[src/rtl/cgra_route_reader.sv]
//------------------------------------------------------------------------------
// cgra_route_reader : walks one routed edge through the CGRA routing table and
// streams each hop out over valid/ready, ending with a status pulse.  Rev 1.0
//------------------------------------------------------------------------------
`default_nettype none
`timescale 1ns/1ps

module cgra_route_reader #(
  parameter int GRID       = 4,
  parameter int NODES      = 16,
  parameter int NODE_W     = 4,
  parameter int CELL_W     = 6,
  parameter int MAX_HOPS   = 8,
  parameter int MAX_BYPASS = 2
) (
  input  logic              clk,
  input  logic              reset,
  input  logic              i_req_valid,
  output logic              o_req_ready,
  input  logic [NODE_W-1:0] i_req_src,
  input  logic [NODE_W-1:0] i_req_dst,
  output logic              o_rd_en,
  output logic [NODE_W-1:0] o_rd_addr,
  input  logic [CELL_W-1:0] i_rd_data,
  output logic              o_hop_valid,
  input  logic              i_hop_ready,
  output logic [NODE_W-1:0] o_hop_node,
  output logic [1:0]        o_hop_dir,
  output logic              o_hop_last,
  output logic              o_done_valid,
  output logic [1:0]        o_done_status,
  output logic [3:0]        o_done_hops
);

  typedef enum logic [2:0] {
    S_IDLE   = 3'd0,
    S_FETCH  = 3'd1,
    S_DECIDE = 3'd2,
    S_EMIT   = 3'd3,
    S_DONE   = 3'd4
  } state_t;

  localparam logic [1:0] c_st_ok       = 2'd0;
  localparam logic [1:0] c_st_broken   = 2'd1;
  localparam logic [1:0] c_st_too_long = 2'd2;
  localparam logic [1:0] c_st_bypass   = 2'd3;
  localparam logic [1:0] c_max_bypass  = 2'(MAX_BYPASS);
  localparam logic [3:0] c_max_hops    = 4'(MAX_HOPS);
  localparam logic [NODE_W:0] c_grid   = (NODE_W+1)'(GRID);
  localparam logic [NODE_W:0] c_nodes  = (NODE_W+1)'(NODES);

  state_t              r_state;
  state_t              w_state_nx;
  logic [NODE_W-1:0]   r_cur;
  logic [NODE_W-1:0]   r_dst;
  logic [3:0]          r_hops;
  logic [NODE_W:0]     r_next;
  logic [NODE_W-1:0]   r_hop_node;
  logic [1:0]          r_hop_dir;
  logic                r_hop_last;
  logic [1:0]          r_done_status;
  logic [3:0]          r_done_hops;

  logic [NODE_W-1:0]   w_cc, w_cr, w_dc, w_dr;
  logic [NODE_W:0]     w_cur_x;
  logic [NODE_W:0]     w_next;
  logic [1:0]          w_dir;
  logic                w_match;
  logic [3:0]          w_hops_inc;
  logic                w_load;
  logic                w_take;
  logic                w_hop_set;
  logic                w_done_set;
  logic [1:0]          w_done_st;
  logic [3:0]          w_done_hp;

  assign w_cc       = NODE_W'(r_cur % GRID);
  assign w_cr       = NODE_W'(r_cur / GRID);
  assign w_dc       = NODE_W'(r_dst % GRID);
  assign w_dr       = NODE_W'(r_dst / GRID);
  assign w_cur_x    = {1'b0, r_cur};
  assign w_hops_inc = r_hops + 4'd1;

  // X movement is preferred over Y; the first legal direction wins.
  always_comb begin
    w_match = 1'b0;
    w_dir   = 2'd0;
    w_next  = '0;
    if ((w_dc > w_cc) && i_rd_data[3]) begin
      w_match = 1'b1;
      w_dir   = 2'd3;
      w_next  = w_cur_x + (NODE_W+1)'(1);
    end else if ((w_dc < w_cc) && i_rd_data[2]) begin
      w_match = 1'b1;
      w_dir   = 2'd2;
      w_next  = w_cur_x - (NODE_W+1)'(1);
    end else if ((w_dr > w_cr) && i_rd_data[0]) begin
      w_match = 1'b1;
      w_dir   = 2'd0;
      w_next  = w_cur_x + c_grid;
    end else if ((w_dr < w_cr) && i_rd_data[1]) begin
      w_match = 1'b1;
      w_dir   = 2'd1;
      w_next  = w_cur_x - c_grid;
    end
    if (w_next >= c_nodes) begin
      w_match = 1'b0;
    end
  end

  always_ff @(posedge clk or posedge reset) begin
    if (reset) begin
      r_state <= S_IDLE;
    end else begin
      r_state <= w_state_nx;
    end
  end

  always_comb begin
    w_state_nx = r_state;
    w_load     = 1'b0;
    w_take     = 1'b0;
    w_hop_set  = 1'b0;
    w_done_set = 1'b0;
    w_done_st  = c_st_ok;
    w_done_hp  = r_hops;
    case (r_state)
      S_IDLE: begin
        if (i_req_valid) begin
          w_load = 1'b1;
          if (i_req_src == i_req_dst) begin
            w_state_nx = S_DONE;
            w_done_set = 1'b1;
            w_done_hp  = 4'd0;
          end else begin
            w_state_nx = S_FETCH;
          end
        end
      end
      S_FETCH: w_state_nx = S_DECIDE;
      S_DECIDE: begin
        // An over-long bypass chain on an intermediate PE overrides any direction.
        if ((r_hops != 4'd0) && (i_rd_data[5:4] > c_max_bypass)) begin
          w_state_nx = S_DONE;
          w_done_set = 1'b1;
          w_done_st  = c_st_bypass;
        end else if (!w_match) begin
          w_state_nx = S_DONE;
          w_done_set = 1'b1;
          w_done_st  = c_st_broken;
        end else begin
          w_state_nx = S_EMIT;
          w_hop_set  = 1'b1;
        end
      end
      S_EMIT: begin
        if (i_hop_ready) begin
          w_take    = 1'b1;
          w_done_hp = w_hops_inc;
          if (r_hop_last) begin
            w_state_nx = S_DONE;
            w_done_set = 1'b1;
          end else if (w_hops_inc == c_max_hops) begin
            w_state_nx = S_DONE;
            w_done_set = 1'b1;
            w_done_st  = c_st_too_long;
          end else begin
            w_state_nx = S_FETCH;
          end
        end
      end
      S_DONE:  w_state_nx = S_IDLE;
      default: w_state_nx = S_IDLE;
    endcase
  end

  always_ff @(posedge clk or posedge reset) begin
    if (reset) begin
      r_cur         <= '0;
      r_dst         <= '0;
      r_hops        <= '0;
      r_next        <= '0;
      r_hop_node    <= '0;
      r_hop_dir     <= '0;
      r_hop_last    <= 1'b0;
      r_done_status <= '0;
      r_done_hops   <= '0;
    end else begin
      if (w_load) begin
        r_cur  <= i_req_src;
        r_dst  <= i_req_dst;
        r_hops <= '0;
      end
      if (w_hop_set) begin
        r_hop_node <= r_cur;
        r_hop_dir  <= w_dir;
        r_next     <= w_next;
        r_hop_last <= (w_next == {1'b0, r_dst});
      end
      if (w_take) begin
        r_cur  <= r_next[NODE_W-1:0];
        r_hops <= w_hops_inc;
      end
      if (w_done_set) begin
        r_done_status <= w_done_st;
        r_done_hops   <= w_done_hp;
      end
    end
  end

  assign o_req_ready   = (r_state == S_IDLE);
  assign o_rd_en       = (r_state == S_FETCH);
  assign o_rd_addr     = o_rd_en ? r_cur : '0;
  assign o_hop_valid   = (r_state == S_EMIT);
  assign o_hop_node    = r_hop_node;
  assign o_hop_dir     = r_hop_dir;
  assign o_hop_last    = r_hop_last;
  assign o_done_valid  = (r_state == S_DONE);
  assign o_done_status = r_done_status;
  assign o_done_hops   = r_done_hops;

endmodule

`default_nettype wire
[config.mk]
export PLATFORM = sky130hd
export DESIGN_NAME = cgra_route_reader
export DESIGN_NICKNAME = d
export VERILOG_FILES = /design/src/rtl/cgra_route_reader.sv
export SDC_FILE = /design/constraint.sdc
export NUM_CORES = 1
export LEC_CHECK = 0
export ABC_AREA = 1
export CORE_MARGIN = 1.5
export CORE_UTILIZATION = 63
export DETAILED_ROUTE_END_ITERATION = 8
export DONT_BUFFER_PORTS = 1
export PLACE_DENSITY_LB_ADDON = 0.08
export SLEW_MARGIN = 15
export SYNTH_ARGS = -nofsm -noshare
export SYNTH_HDL_FRONTEND = slang
export SYNTH_SLANG_ARGS = --single-unit
[constraint.sdc]
create_clock -name clk -period 2.5 [get_ports clk]
set_input_delay 0.625 -clock clk [delete_from_list [all_inputs] [get_ports clk]]
set_output_delay 0.625 -clock clk [all_outputs]
set_load 0.01 [all_outputs]
* Yosys cells after proc, flatten, opt, wreduce, memory -nomap -nowiden *
Index checks and enable logic that the tools add are counted.
Widths: inputs -> output; s select.

cells by class
  add/subtract/negate cells = 5
  multipliers = 0
  div/mod/pow operators = 0
  magnitude comparators = 6
  eq/ne operators = 9
  shifts and indexed selects = 0
  mux-type cells = 51
  bitwise operators = 0
  reduce and logical (&&, ||, !) cells = 9

operators by type and width
  kind                 number
  $mux 4               8
  $mux 1               22
  $mux 3               7
  $mux 5               4
  $mux 2               6
  $pmux 3 s4           1
  $pmux 4 s2           1
  $eq 3x2->1 const B   2
  $add 4x1->5 const B  1
  $add 4x3->5 const B  1
  $eq 5x4->1           1
  $ge 5x5->1 const B   1
  $logic_and 1x1->1    5
  $sub 4x1->5 const B  1
  $sub 4x3->5 const B  1
  $add 4x1->4 const B  1
  $eq 4x4->1           1
  $eq 4x4->1 const B   1
  $gt 2x2->1           2
  $lt 2x2->1           2
  $pmux 2 s2           1
  $reduce_bool 4->1    1
  $eq 3x1->1 const B   1
  $eq 3x3->1 const B   1
  other kinds (7)      7

storage, ports and cells
  register bits = 32
  latch bits = 0
  memory bits (writable) = 0
  ROM bits = 0
  input port bits = 18
  output and inout port bits = 21
  memories kept = 0

* Depth between registers and ports, before layout *
  depth after elaboration = 11
  mapped depth = 16

* Worst setup path before layout *
Ideal clock, no wire load.

  path type = reg2reg
  start point = register r_cur[1]
  end point = register r_done_status[0], in the netlist o_done_status[0]
  data arrival time = 1.767 ns
  required time = 2.379 ns
  path slack = 0.612 ns
  cell stages (with the launch flop) = 15
  period minus slack after synthesis = 1.888 ns
  cell sequence = dfrtp_1 inv_1 ha_1 nand2_2 nand2_4 nand2_4 inv_2 nand2_2 nand2_2 a21oi_2 nand2_1 nand2_2 nand2_4 nor2_2 nor2_1

on the way
  cells in the longest elaborated chain, start to end = 10

RTL lines
  item                                      RTL line  RTL
  start: declaration                        54        logic [NODE_W-1:0] r_cur;
  start signal: assignment                  190       r_cur <= i_req_src;
  start signal: assignment                  201       r_cur <= r_next[NODE_W-1:0];
  $sub 4x3->5                               104       w_next = w_cur_x - c_grid;
  $mux 5                                    101       end else if ((w_dr < w_cr) && i_rd_data[1]) begin
  $mux 5                                    97        end else if ((w_dr > w_cr) && i_rd_data[0]) begin
  $mux 5                                    93        end else if ((w_dc < w_cc) && i_rd_data[2]) begin
  $mux 5                                    89        if ((w_dc > w_cc) && i_rd_data[3]) begin
  $ge 5x5->1                                106       if (w_next >= c_nodes) begin
  $mux 1 *                                  106
  $mux 1                                    147       end else if (!w_match) begin
  $mux 1 or $mux 2 (tied branches)          143       if ((r_hops != 4'd0) && (i_rd_data[5:4] > c_max_bypass)) begin
  $pmux 1 s3 or $pmux 2 s2 (tied branches)  127       case (r_state)
  end signal: assignment                    205       r_done_status <= w_done_st;
  end: declaration                          61        logic [1:0] r_done_status;

Every way passes the cells marked *; elsewhere a longest branch is shown, timed or not.
A chain may end at the register's enable or synchronous reset.

* Worst setup path after layout *
  start point = register r_cur[3]
  end point = register r_next[2]

on the way
  cells in the longest elaborated chain, start to end = 11

RTL lines
  item                                                                  RTL line  RTL
  parallel branches: the longest is 11 deep, another holds $sub 4x3->5  n/a
  end signal: assignment                                                197       r_next <= w_next;
  end: declaration                                                      57        logic [NODE_W:0] r_next;

Parallel ways; which one is timed is not known.

==> results.sh <==
export IMPL_finalSetupTns_ns=0
export IMPL_route_final_wire_length_microns=4630
export IMPL_slowest_stage="dfrtp_1"
export IMPL_grt_pass1_wl_microns=7030
export IMPL_layout_common_cells="nand2_1, inv_1, dfrtp_1, nand3_1, nor2_1"
export IMPL_fillCellCount=298
export IMPL_hold_viol_final=0
export IMPL_timing_final_crit_period_ns=2.31
export IMPL_place_congestion=0.854
export IMPL_netlist_area_sq_um=2150
export IMPL_place_hpwl_microns=3470
export IMPL_worst_pin_slew_ns=0.495
export IMPL_crit_arrival_ns=2.56
export IMPL_slew_violations=0
export IMPL_via_per_inst=5.35
export IMPL_max_freq_mhz=433
export IMPL_path_delay_family="simple AND/OR/NAND/NOR gates"
export IMPL_drtPass1Iterations=4
export IMPL_postCtsSetupRepairBufs=0
export IMPL_rsz0062_at_grt="false"
export IMPL_dieArea_sq_um=3770
export IMPL_drive_gt1_frac=0.167
export IMPL_yosysSeqAreaShare=0.373
export IMPL_critPathBufInv=1
export IMPL_yosys_warnings=0
export IMPL_fin_area_sq_um=2270
export IMPL_vias=1782
export IMPL_pwr_share_comb=0.603
export IMPL_whs_ns=0.247
export IMPL_finalCritPeriodShare=0.925
export IMPL_cts_max_path_buffers=2
export IMPL_ctsResizeCount=0
export IMPL_post_drt_wl_per_cell_microns=13.9
export IMPL_cts_hold_buf=0
export IMPL_maxSlewHeadroom=0.669
export IMPL_postSynthCellCount=278
export IMPL_grt_max_degree=33
export IMPL_synth_nets=307
export IMPL_path_clk_slew_ns=0.11
export IMPL_irDropWorstVdd_uv=761
export IMPL_antenna_found_initial=0
export IMPL_required_ns=2.75
export IMPL_ys_types=29
export IMPL_power_switching_mw=1.69
export IMPL_num_nets_final=315
export IMPL_fin_skew_ns=0.0113
export IMPL_outcome="finished clean"
export IMPL_crit_chain="inv_1 > ha_1 > nand2_1 > nand3_1 > nand2_1 > nor2_2 > nor2_4 > nand4_2 > o21ai_1"
export IMPL_cp_start_kind="register"
export IMPL_critPathCaptureType="register"
export IMPL_die_w_microns=61.4
export IMPL_pwr_share_clk=0.092
export IMPL_fin_cells=333
export IMPL_place_area_sq_um=2200
export IMPL_ys_ff_latch=32
export IMPL_cp_max_fo=12
export IMPL_ctsHtreeMaxLevel=2
export IMPL_numPlacedInstances=324
export IMPL_setup_viol=0
export IMPL_swShare=0.533
export IMPL_clock_latency_ns=0.34
export IMPL_seqPwrFrac=0.305
export IMPL_pin_count=39
export IMPL_cts_sinks=32
export IMPL_internal_power_mw=1.49
export IMPL_power_density_nw_per_um2=1400
export IMPL_power_leakage_nw=1.19
export IMPL_num_rows=21
export IMPL_slowest_delay_ns=0.45
export IMPL_portBuffers=0
export IMPL_path_class="register to register"
export IMPL_hp_class="input port to asynchronous set/reset pin"
export IMPL_drt_initial_drc_count=86
export IMPL_crit_top_cell="nand2_1"
export IMPL_max_cap_violations=0
export IMPL_syn_area_per_cell_sq_um=7.72
export IMPL_final_common_cell="nand2_1"
export IMPL_final_util=0.684
export IMPL_die_h_microns=61.4
export IMPL_drc=0
export IMPL_core_area_sq_um=3310
export IMPL_syn2layout_area_growth_pct=5.54
export IMPL_gr_total_overflow=0
export IMPL_tritoncts="yes"
export IMPL_antenna_cells=0
export IMPL_cts_made_buffers=5
export IMPL_grtUsageTotal=0.257
export IMPL_cts_root_buf="clkbuf_4"
export IMPL_grt_pass1_vias=1589
export IMPL_initial_core_util=0.649
export IMPL_postRouteAntennaNets=0
sequential cells by signal, summed over array words and instances (netlist names), 2 cells and up:
| register | cells |
|---|---|
| r_hops | 4 |
| o_done_status | 2 |
| o_hop_dir | 2 |
| o_done_hops | 4 |
| r_cur | 4 |
| o_hop_node | 4 |
| r_next | 4 |
| r_dst | 4 |
| r_state | 3 |
cell usage after synthesis, drive strengths merged:
cell,instances,area (sq um)
nand2,87,384
nand3,29,158
xnor2,5,43.8
o22ai,5,31.3
a21boi,1,7.51
xor2,3,26.3
clkinv,1,8.76
nor3,3,26.3
ha,11,138
buf,3,30.0
a21oi,9,56.3
dfrtp,32,801
nand4,4,40.0
a31oi,1,6.26
nor2,26,118
inv,38,143
o21ai,20,130
cell type report:
| type | instances | area, sq um | share of cell area |
|---|---|---|---|
| multi-input cells | 205 | 1180 | 0.520 |
| flip-flops and latches | 32 | 801 | 0.353 |
| repair buffers | 3 | 22.5 | 0.00994 |
| clock buffers | 5 | 37.5 | 0.0166 |
| clock inverters | 3 | 18.8 | 0.00828 |
| inverters | 39 | 151 | 0.0668 |
| well taps | 46 | 57.6 | 0.0254 |
power by group through the flow:
stage	registers [mW]	clock network (mW)	logic (mW)
3_5_place_dp	0.979	0	1.87
5_1_grt	1.00	0.327	2.20
4_1_cts	0.968	0.304	1.89
2_1_floorplan	0.932	0	1.57
6_report	0.968	0.293	1.92
3_3_place_gp	0.974	0	1.85
logic make-up after synthesis:
kind of cell               share of synthesized area
adders and majority gates                     0.0641
and+or+nand+nor                                0.338
DFF                                            0.373
buffers and inverters                         0.0845
xor gates and xnor gates                      0.0326
AOI/OAI and AO/OA                              0.108
through the flow:
step,total power [mW],setup slack (ns)
floorplan,2.50,0.612
global route,3.53,0.000203
global placement,2.82,0.307
CTS,3.16,0.200
finish,3.18,0.188
detailed placement,2.85,0.222
per-layer routing:
layer | global-route usage | up-vias | share of wire
met4 | 0.0729 | 0 | 0.013
met1 | 0.361 | 798 | 0.49
met2 | 0.400 | 59 | 0.44
li1 | - | 918 | -
met3 | 0.0609 | 7 | 0.061
met5 | 0 | - | 0
path summary, 6_finish.rpt:
check                      slack [ns]        start  depth (start not counted)               end
setup / recovery                 0.19     r_cur[3]                          9         r_next[2]
hold / removal                   0.25        reset                          2    o_done_hops[3]
setup reg to reg                 0.19     r_cur[3]                          9         r_next[2]
hold reg to reg                  0.52    r_next[3]                          2         r_next[3]
max in group asynchronous        1.95        reset                          2          r_dst[0]
min in group clk                 0.44  i_hop_ready                          2  o_done_status[1]
No activity file was read; power rests on OpenSTA's default activity.
